## config.mk

```make
export PLATFORM = sky130hd
export DESIGN_NAME = if_id_queue
export DESIGN_NICKNAME = d
export VERILOG_FILES = /design/src/rtl/if_id_queue_pkg.sv /design/src/rtl/if_id_queue_mem.sv /design/src/rtl/if_id_queue.sv
export SDC_FILE = /design/constraint.sdc
export NUM_CORES = 1
export LEC_CHECK = 0
export ABC_AREA = 0
export BUFFER_PORTS_ARGS = -buffer_cell sky130_fd_sc_hd__buf_2
export CORE_ASPECT_RATIO = 0.75
export CORE_UTILIZATION = 51
export DETAILED_ROUTE_END_ITERATION = 6
export PLACE_DENSITY_LB_ADDON = 0.3
export SLEW_MARGIN = 25
export SYNTH_ARGS = -nofsm -noshare
export SYNTH_HDL_FRONTEND = slang
export SYNTH_HIERARCHICAL = 1
export SYNTH_SLANG_ARGS = --single-unit
export TNS_END_PERCENT = 20
```

## constraint.sdc

```tcl
create_clock -name clk -period 7.2 [get_ports clk]
set_input_delay 1.44 -clock clk [delete_from_list [all_inputs] [get_ports clk]]
set_output_delay 1.44 -clock clk [all_outputs]
set_load 0.01 [all_outputs]
```

## src/rtl/if_id_queue_pkg.sv

```systemverilog
// Shared constants for the IF/ID instruction queue.
//   InstAddrBus / InstBus : default pc / instruction widths
//   ZeroWord              : bubble value shown on an empty head
//   RstEnable             : asserted level of rst
//   True / False          : single-bit logic levels
package if_id_queue_pkg;

  localparam int InstAddrBus = 32;
  localparam int InstBus     = 32;

  localparam logic [31:0] ZeroWord  = 32'h0000_0000;
  localparam logic        RstEnable = 1'b1;
  localparam logic        True      = 1'b1;
  localparam logic        False     = 1'b0;

endpackage

```

## src/rtl/if_id_queue_mem.sv

```systemverilog
// Entry storage for the IF/ID queue: DEPTH x WIDTH register array,
// one synchronous write port, one asynchronous read port, no reset.
// Ports:
//   clk   in  clock
//   we    in  write enable
//   waddr in  write address
//   wdata in  write data
//   raddr in  read address
//   rdata out read data (combinational from raddr)
module if_id_queue_mem #(
  parameter int DEPTH = 4,
  parameter int WIDTH = 64,
  parameter int AW    = $clog2(DEPTH)
) (
  input  logic             clk,
  input  logic             we,
  input  logic [AW-1:0]    waddr,
  input  logic [WIDTH-1:0] wdata,
  input  logic [AW-1:0]    raddr,
  output logic [WIDTH-1:0] rdata
);

  logic [WIDTH-1:0] mem [DEPTH];

  always_ff @(posedge clk) begin
    if (we) begin
      mem[waddr] <= wdata;
    end
  end

  assign rdata = mem[raddr];

endmodule

```

## src/rtl/if_id_queue.sv

```systemverilog
// IF/ID instruction queue: DEPTH-entry FIFO of (pc, inst) pairs between
// fetch and decode with valid/ready handshakes on both sides. A flush
// discards every buffered entry; an empty queue presents a zero bubble.
// Ports:
//   clk, rst     clock; synchronous active-high reset
//   if_valid_i   fetch offers (if_pc_i, if_inst_i)
//   if_ready_o   queue not full (depends on registered count only)
//   id_ready_i   decode consumes the head this cycle
//   flush_i      redirect: drop all entries at the next edge
//   id_valid_o   head entry valid
//   id_pc_o      head pc, zero when empty
//   id_inst_o    head instruction, zero when empty
//   count_o      occupancy 0..DEPTH
module if_id_queue
  import if_id_queue_pkg::*;
#(
  parameter int DEPTH  = 4,
  parameter int ADDR_W = InstAddrBus,
  parameter int INST_W = InstBus,
  parameter int CNT_W  = $clog2(DEPTH) + 1
) (
  input  logic              clk,
  input  logic              rst,
  input  logic              if_valid_i,
  input  logic [ADDR_W-1:0] if_pc_i,
  input  logic [INST_W-1:0] if_inst_i,
  output logic              if_ready_o,
  input  logic              id_ready_i,
  input  logic              flush_i,
  output logic              id_valid_o,
  output logic [ADDR_W-1:0] id_pc_o,
  output logic [INST_W-1:0] id_inst_o,
  output logic [CNT_W-1:0]  count_o
);

  localparam int PTR_W = $clog2(DEPTH);
  localparam int ENT_W = ADDR_W + INST_W;
  localparam logic [CNT_W-1:0] CntFull = CNT_W'(DEPTH);
  localparam logic [CNT_W-1:0] CntOne  = CNT_W'(1);

  logic [PTR_W-1:0] rd_ptr;
  logic [PTR_W-1:0] wr_ptr;
  logic [CNT_W-1:0] count;
  logic             full;
  logic             empty;
  logic             push;
  logic             pop;
  logic [ENT_W-1:0] head;

  assign full  = (count == CntFull) ? True : False;
  assign empty = (count == '0) ? True : False;

  // Ready comes only from registered count so fetch never sees a
  // combinational path from decode's ready or the flush line.
  assign if_ready_o = ~full;
  assign id_valid_o = ~empty;

  assign push = if_valid_i & if_ready_o & ~flush_i;
  assign pop  = id_valid_o & id_ready_i & ~flush_i;

  if_id_queue_mem #(
    .DEPTH (DEPTH),
    .WIDTH (ENT_W),
    .AW    (PTR_W)
  ) u_mem (
    .clk   (clk),
    .we    (push),
    .waddr (wr_ptr),
    .wdata ({if_pc_i, if_inst_i}),
    .raddr (rd_ptr),
    .rdata (head)
  );

  // Stale storage is masked to a bubble whenever the queue is empty.
  assign id_pc_o   = empty ? ADDR_W'(ZeroWord) : head[ENT_W-1:INST_W];
  assign id_inst_o = empty ? INST_W'(ZeroWord) : head[INST_W-1:0];
  assign count_o   = count;

  always_ff @(posedge clk) begin
    if (rst == RstEnable) begin
      rd_ptr <= '0;
      wr_ptr <= '0;
      count  <= '0;
    end else if (flush_i) begin
      rd_ptr <= '0;
      wr_ptr <= '0;
      count  <= '0;
    end else begin
      if (push) begin
        wr_ptr <= wr_ptr + PTR_W'(1);
      end
      if (pop) begin
        rd_ptr <= rd_ptr + PTR_W'(1);
      end
      case ({push, pop})
        2'b10:   count <= count + CntOne;
        2'b01:   count <= count - CntOne;
        default: count <= count;
      endcase
    end
  end

`ifndef SYNTHESIS
  always_ff @(posedge clk) begin
    if (rst != RstEnable && !flush_i) begin
      assert (!(push && !pop && count == CntFull))
        else $error("if_id_queue: occupancy overflow");
      assert (!(pop && !push && count == '0))
        else $error("if_id_queue: occupancy underflow");
      assert (count <= CntFull)
        else $error("if_id_queue: count above DEPTH");
    end
  end
`endif

endmodule

```

After elaboration in Yosys (flattened, before gate mapping)
Memories as Yosys holds them, arrays and structs flattened. A register that Yosys moved wholly into a read port is not among the register bits.
Cells that the tools add are included.

operators by class
  equal/unequal tests = 3
  multiplexer cells = 9
  bitwise operators = 7
  reduce and logical (&&, ||, !) cells = 3
  add/subtract/negate cells = 4

operators with widths
  cell                                                                   number
  32-bit two-way mux                                                     2
  3-bit case mux with 2 select lines                                     1
  2-bit by 1-bit adder with 2-bit output, second input constant          2
  1-bit bitwise AND                                                      4
  1-bit two-way mux                                                      4
  2-bit two-way mux                                                      2
  3-bit by 1-bit adder with 3-bit output, second input constant          1
  3-bit equality test, second input constant                             1
  3-bit logical NOT                                                      1
  1-bit inverter                                                         3
  3-bit by 1-bit subtractor with 3-bit output, second input constant     1
  2-bit by 1-bit equality test with 1-bit output, second input constant  1
  2-bit equality test, second input constant                             1
  2-bit nonzero test                                                     1
  2-bit OR reduction                                                     1

storage, ports and cells
  RAM bits = 256
  input bits = 69
  register bits = 7
  output and inout port bits = 69
  memories = 1
  word-level logic and storage cells = 30

memory list
  name       depth  width  read ports  clocked after Yosys merged registers in  wr ports  line                   RTL
  u_mem.mem  4      64     1           1                                        1         if_id_queue_mem.sv:23  logic [WIDTH-1:0] mem [DEPTH];

Depth between registers and ports, before layout
  word-level depth = 7
  gate-level depth with buffers = 8
  depth with buffers taken out = 8

Hierarchy
The synthesis kept the hierarchy.

modules (own cells, without submodules)
  module           cells an instance  area each (µm²)  times used  seq. area each (µm²)
  if_id_queue_mem  338                9341.5           1           7687.4
  if_id_queue      114                828.3            1           140.1

Least setup slack after synthesis
No wires, ideal clock.

  path kind = input-to-reg
  start point = input port if_valid_i
  end point = memory u_mem.mem[0][0] (enable)
  library setup time = 577 ps
  slack = 61 ps
  required time = 6623 ps
  arrival = 6562 ps
  buffers on the path = 0
  stages = 4
  path through = inv_1 > or3_1 > inv_1 > nor3b_1

between the ends
  word-level cells in the longest chain between the ends = 4

RTL lines
  item                                     line                   RTL
  start: declaration                       if_id_queue.sv:24      input logic if_valid_i,
  1-bit bitwise AND (2 in a row)           if_id_queue.sv:58      assign push = if_valid_i & if_ready_o & ~flush_i;
  net push                                 if_id_queue.sv:46      logic push;
  1-bit two-way mux                        if_id_queue_mem.sv:26  if (we) begin
  1-bit two-way mux (not written as such)  if_id_queue_mem.sv:27  mem[waddr] <= wdata;
  end: declaration                         if_id_queue_mem.sv:23

The timed path passes the listed nets, and every way through them passes these cells.

==> flow_metrics.tcl <==
set metrics [dict create \
    wl_per_cell_um 20.6 \
    antenna_found_initial 6 \
    firstDrtPassIters 4 \
    vias 4785 \
    clockBufferDepth 3 \
    via_per_inst 5.47 \
    cts_hold_buf 0 \
    drc_errors 0 \
    cts_tree "done" \
    rsz0062_at_grt "no" \
    htreeDepth 1 \
    ys_seq_area_frac 0.770 \
    power_density_nw_per_um2 265 \
    fin_crit_sh 0.605 \
    syn_inst 452 \
    clkPwrFrac 0.420 \
    numCtsBuffers 26 \
    power.switching_w 0.000600 \
    outcome "complete, no violations" \
    globalplace.congestion 0.693 \
    synth.distinct_cells 25 \
    first_iter_violations 255 \
    clock-sinks 263 \
    cts_root_buf "clkbuf_16" \
    synth_edf_count 256 \
    overflow 0 \
    ioPinCount 138 \
    setup_tns_ns 0 \
    area_growth_pct 16.8 \
    die-height_um 124 \
    path_class "flop to primary output" \
    syn_nets 523 \
    cp-start-kind "flop" \
    place_inst 824 \
    worst_slack_ns 2.84 \
    p_total_w 0.00315 \
    synthesis.area_um2 10200 \
    hp-class "flop to flop" \
    seqPwrFrac 0.544 \
    synth_ff_type "edfxtp_1" \
    grt_max_degree 66 \
    synth-seq-cells 263 \
    ctsResizeCount 0 \
    grt_pass1_vias 5097 \
    finClkSkew_ns 0.00697 \
    cp-end-kind "primary output" \
    start_util 0.523 \
    fmax_ghz 0.230 \
    p_leak_nw 4.09 \
    switching_share 0.191 \
    multi_input_area_um2 2100 \
    min_path_cells 2 \
    async_flop_share 0 \
    r2r_slack_ns 4.68 \
    fp.dieW_um 165 \
    period_minus_slack_ns 4.36 \
    yosysWarnings 6 \
    layout-drive-gt1-share 0.401 \
    place_ws_ns 3.30 \
    power.internal_w 0.00255 \
    avgSynthCellArea_um2 22.5 \
    clock_latency_ns 0.52 \
    drt_wl_total_um 18000 \
    fin_nets 671 \
    dp.final_hpwl_um 9950 \
    worst_pin_slew_ns 0.993 \
    slew_headroom 0.338 \
    clk_pin_slew_ns 0.06 \
    final-hold-violation-count 0 \
    vdd_drop_max_mv 0.187 \
    cts_setup_buffers 0 \
    final-instance-count-excl-fill 874 \
    core_um2 19400 \
    die_area_um2 20500 \
    grt.total_usage 0.181 \
    cp_max_fo 38 \
    antenna_left 0 \
    nFillCells 1419 \
    port_buffers 137 \
    utilization 0.611 \
    num_rows 44 \
    setup_violations 0 \
    regArea_um2 7840 \
    maxCapViolCount 0 \
    critPathRequiredTime_ns 5.76 \
    arrival_ns 2.92 \
    grt_pass1_wl_um 27800 \
    r2r_cells 5 \
    slew_violations 0 \
    combPwrFrac 0.035 \
]
[synth_stat cells, drive strengths merged, types with 3 or more instances]
library cell	instances	area, um^2
edfxtp	256	7690
and2	64	400
mux4	64	1460
buf	19	229
dfxtp	7	140
inv	6	22.5
nor2	6	22.5
or3	5	31.3
a21oi	4	20.0
xor2	4	35.0
clkbuf	3	12.5
o21ai	3	15.0
[cells in the final DEF, fill, tap and decap left out, types with 5 or more instances in the layout]
cell and count:
edfxtp_1 256, buf_2 137, and2_1 64, mux4_2 60, clkbuf_16 27, nor2_1 6
inv_1 6, clkinv_2 6, clkinv_1 5, dfxtp_1 5
[path summary, 6_finish.rpt]
| kind | startpoint | end |
|---|---|---|
| worst max-delay path | rd_ptr[0] | id_inst_o[1] |
| worst max register to register | count_o[0] | u_mem/mem[0][51] |
| worst min-delay path | wr_ptr[1] | wr_ptr[1] |
| worst min register to register | wr_ptr[1] | wr_ptr[1] |
[per-stage QoR]
| stage | instance area (um^2) | hold WS (ns) |
|---|---|---|
| detailed placement | 11000 | 0.547 |
| global placement | 11000 | 0.519 |
| CTS | 11900 | 0.558 |
| global route | 11900 | 0.630 |
| finish | 11900 | 0.570 |
| floorplan | 10200 | 0.478 |
[logic make-up (layout without fill, tap and decap cells)]
family / after synthesis / count (layout) / synth area share
xor+xnor: 4 / 4 / 0.00344
flops: 263 / 263 / 0.770
other cells: 0 / 2 / 0
fa+ha+maj: 2 / 2 / 0.00320
mux: 64 / 64 / 0.143
buf+inv: 28 / 195 / 0.0260
simple gates: 82 / 82 / 0.0495
compound gates: 9 / 9 / 0.00504
[routing by layer]
| layer | track usage | share of wire | vias to the layer above |
|---|---|---|---|
| met5 | 0 | 0.0019 | - |
| met2 | 0.292 | 0.48 | 158 |
| li1 | - | - | 2141 |
| met3 | 0.0490 | 0.068 | 33 |
| met1 | 0.245 | 0.43 | 2447 |
| met4 | 0.0432 | 0.019 | 6 |
[worst max-delay path, stage by stage (launching register included)]
cell and delay, ns:
dfxtp_4 0.71, buf_4 0.70, mux4_1 0.64, and2_1 0.16, buf_2 0.13
[power groups by stage]
stage | Sequential [W] | Clock [W] | Combinational, W
floorplan | 0.00175 | 0 | 0.0000599
global placement | 0.00174 | 0 | 0.000107
detailed placement | 0.00175 | 0 | 0.000113
CTS | 0.00171 | 0.00135 | 0.000114
global route | 0.00171 | 0.00140 | 0.000123
finish | 0.00171 | 0.00132 | 0.000112
[sequential cells by signal, summed over array words and instances, names as in the netlist]
name,count
count_o,3
rd_ptr,2
wr_ptr,2
u_mem/mem,256
[cell type report]
type | count | share of cell area
Clock inverter | 16 | 0.0134
Timing Repair Buffer | 142 | 0.0630
Sequential cell | 263 | 0.660
Inverter | 6 | 0.00190
Antenna cell | 2 | 0.000421
Multi-Input combinational cell | 161 | 0.177
Clock buffer | 31 | 0.0581
Tap cell | 253 | 0.0267
Power figures use the tool's default switching activity.
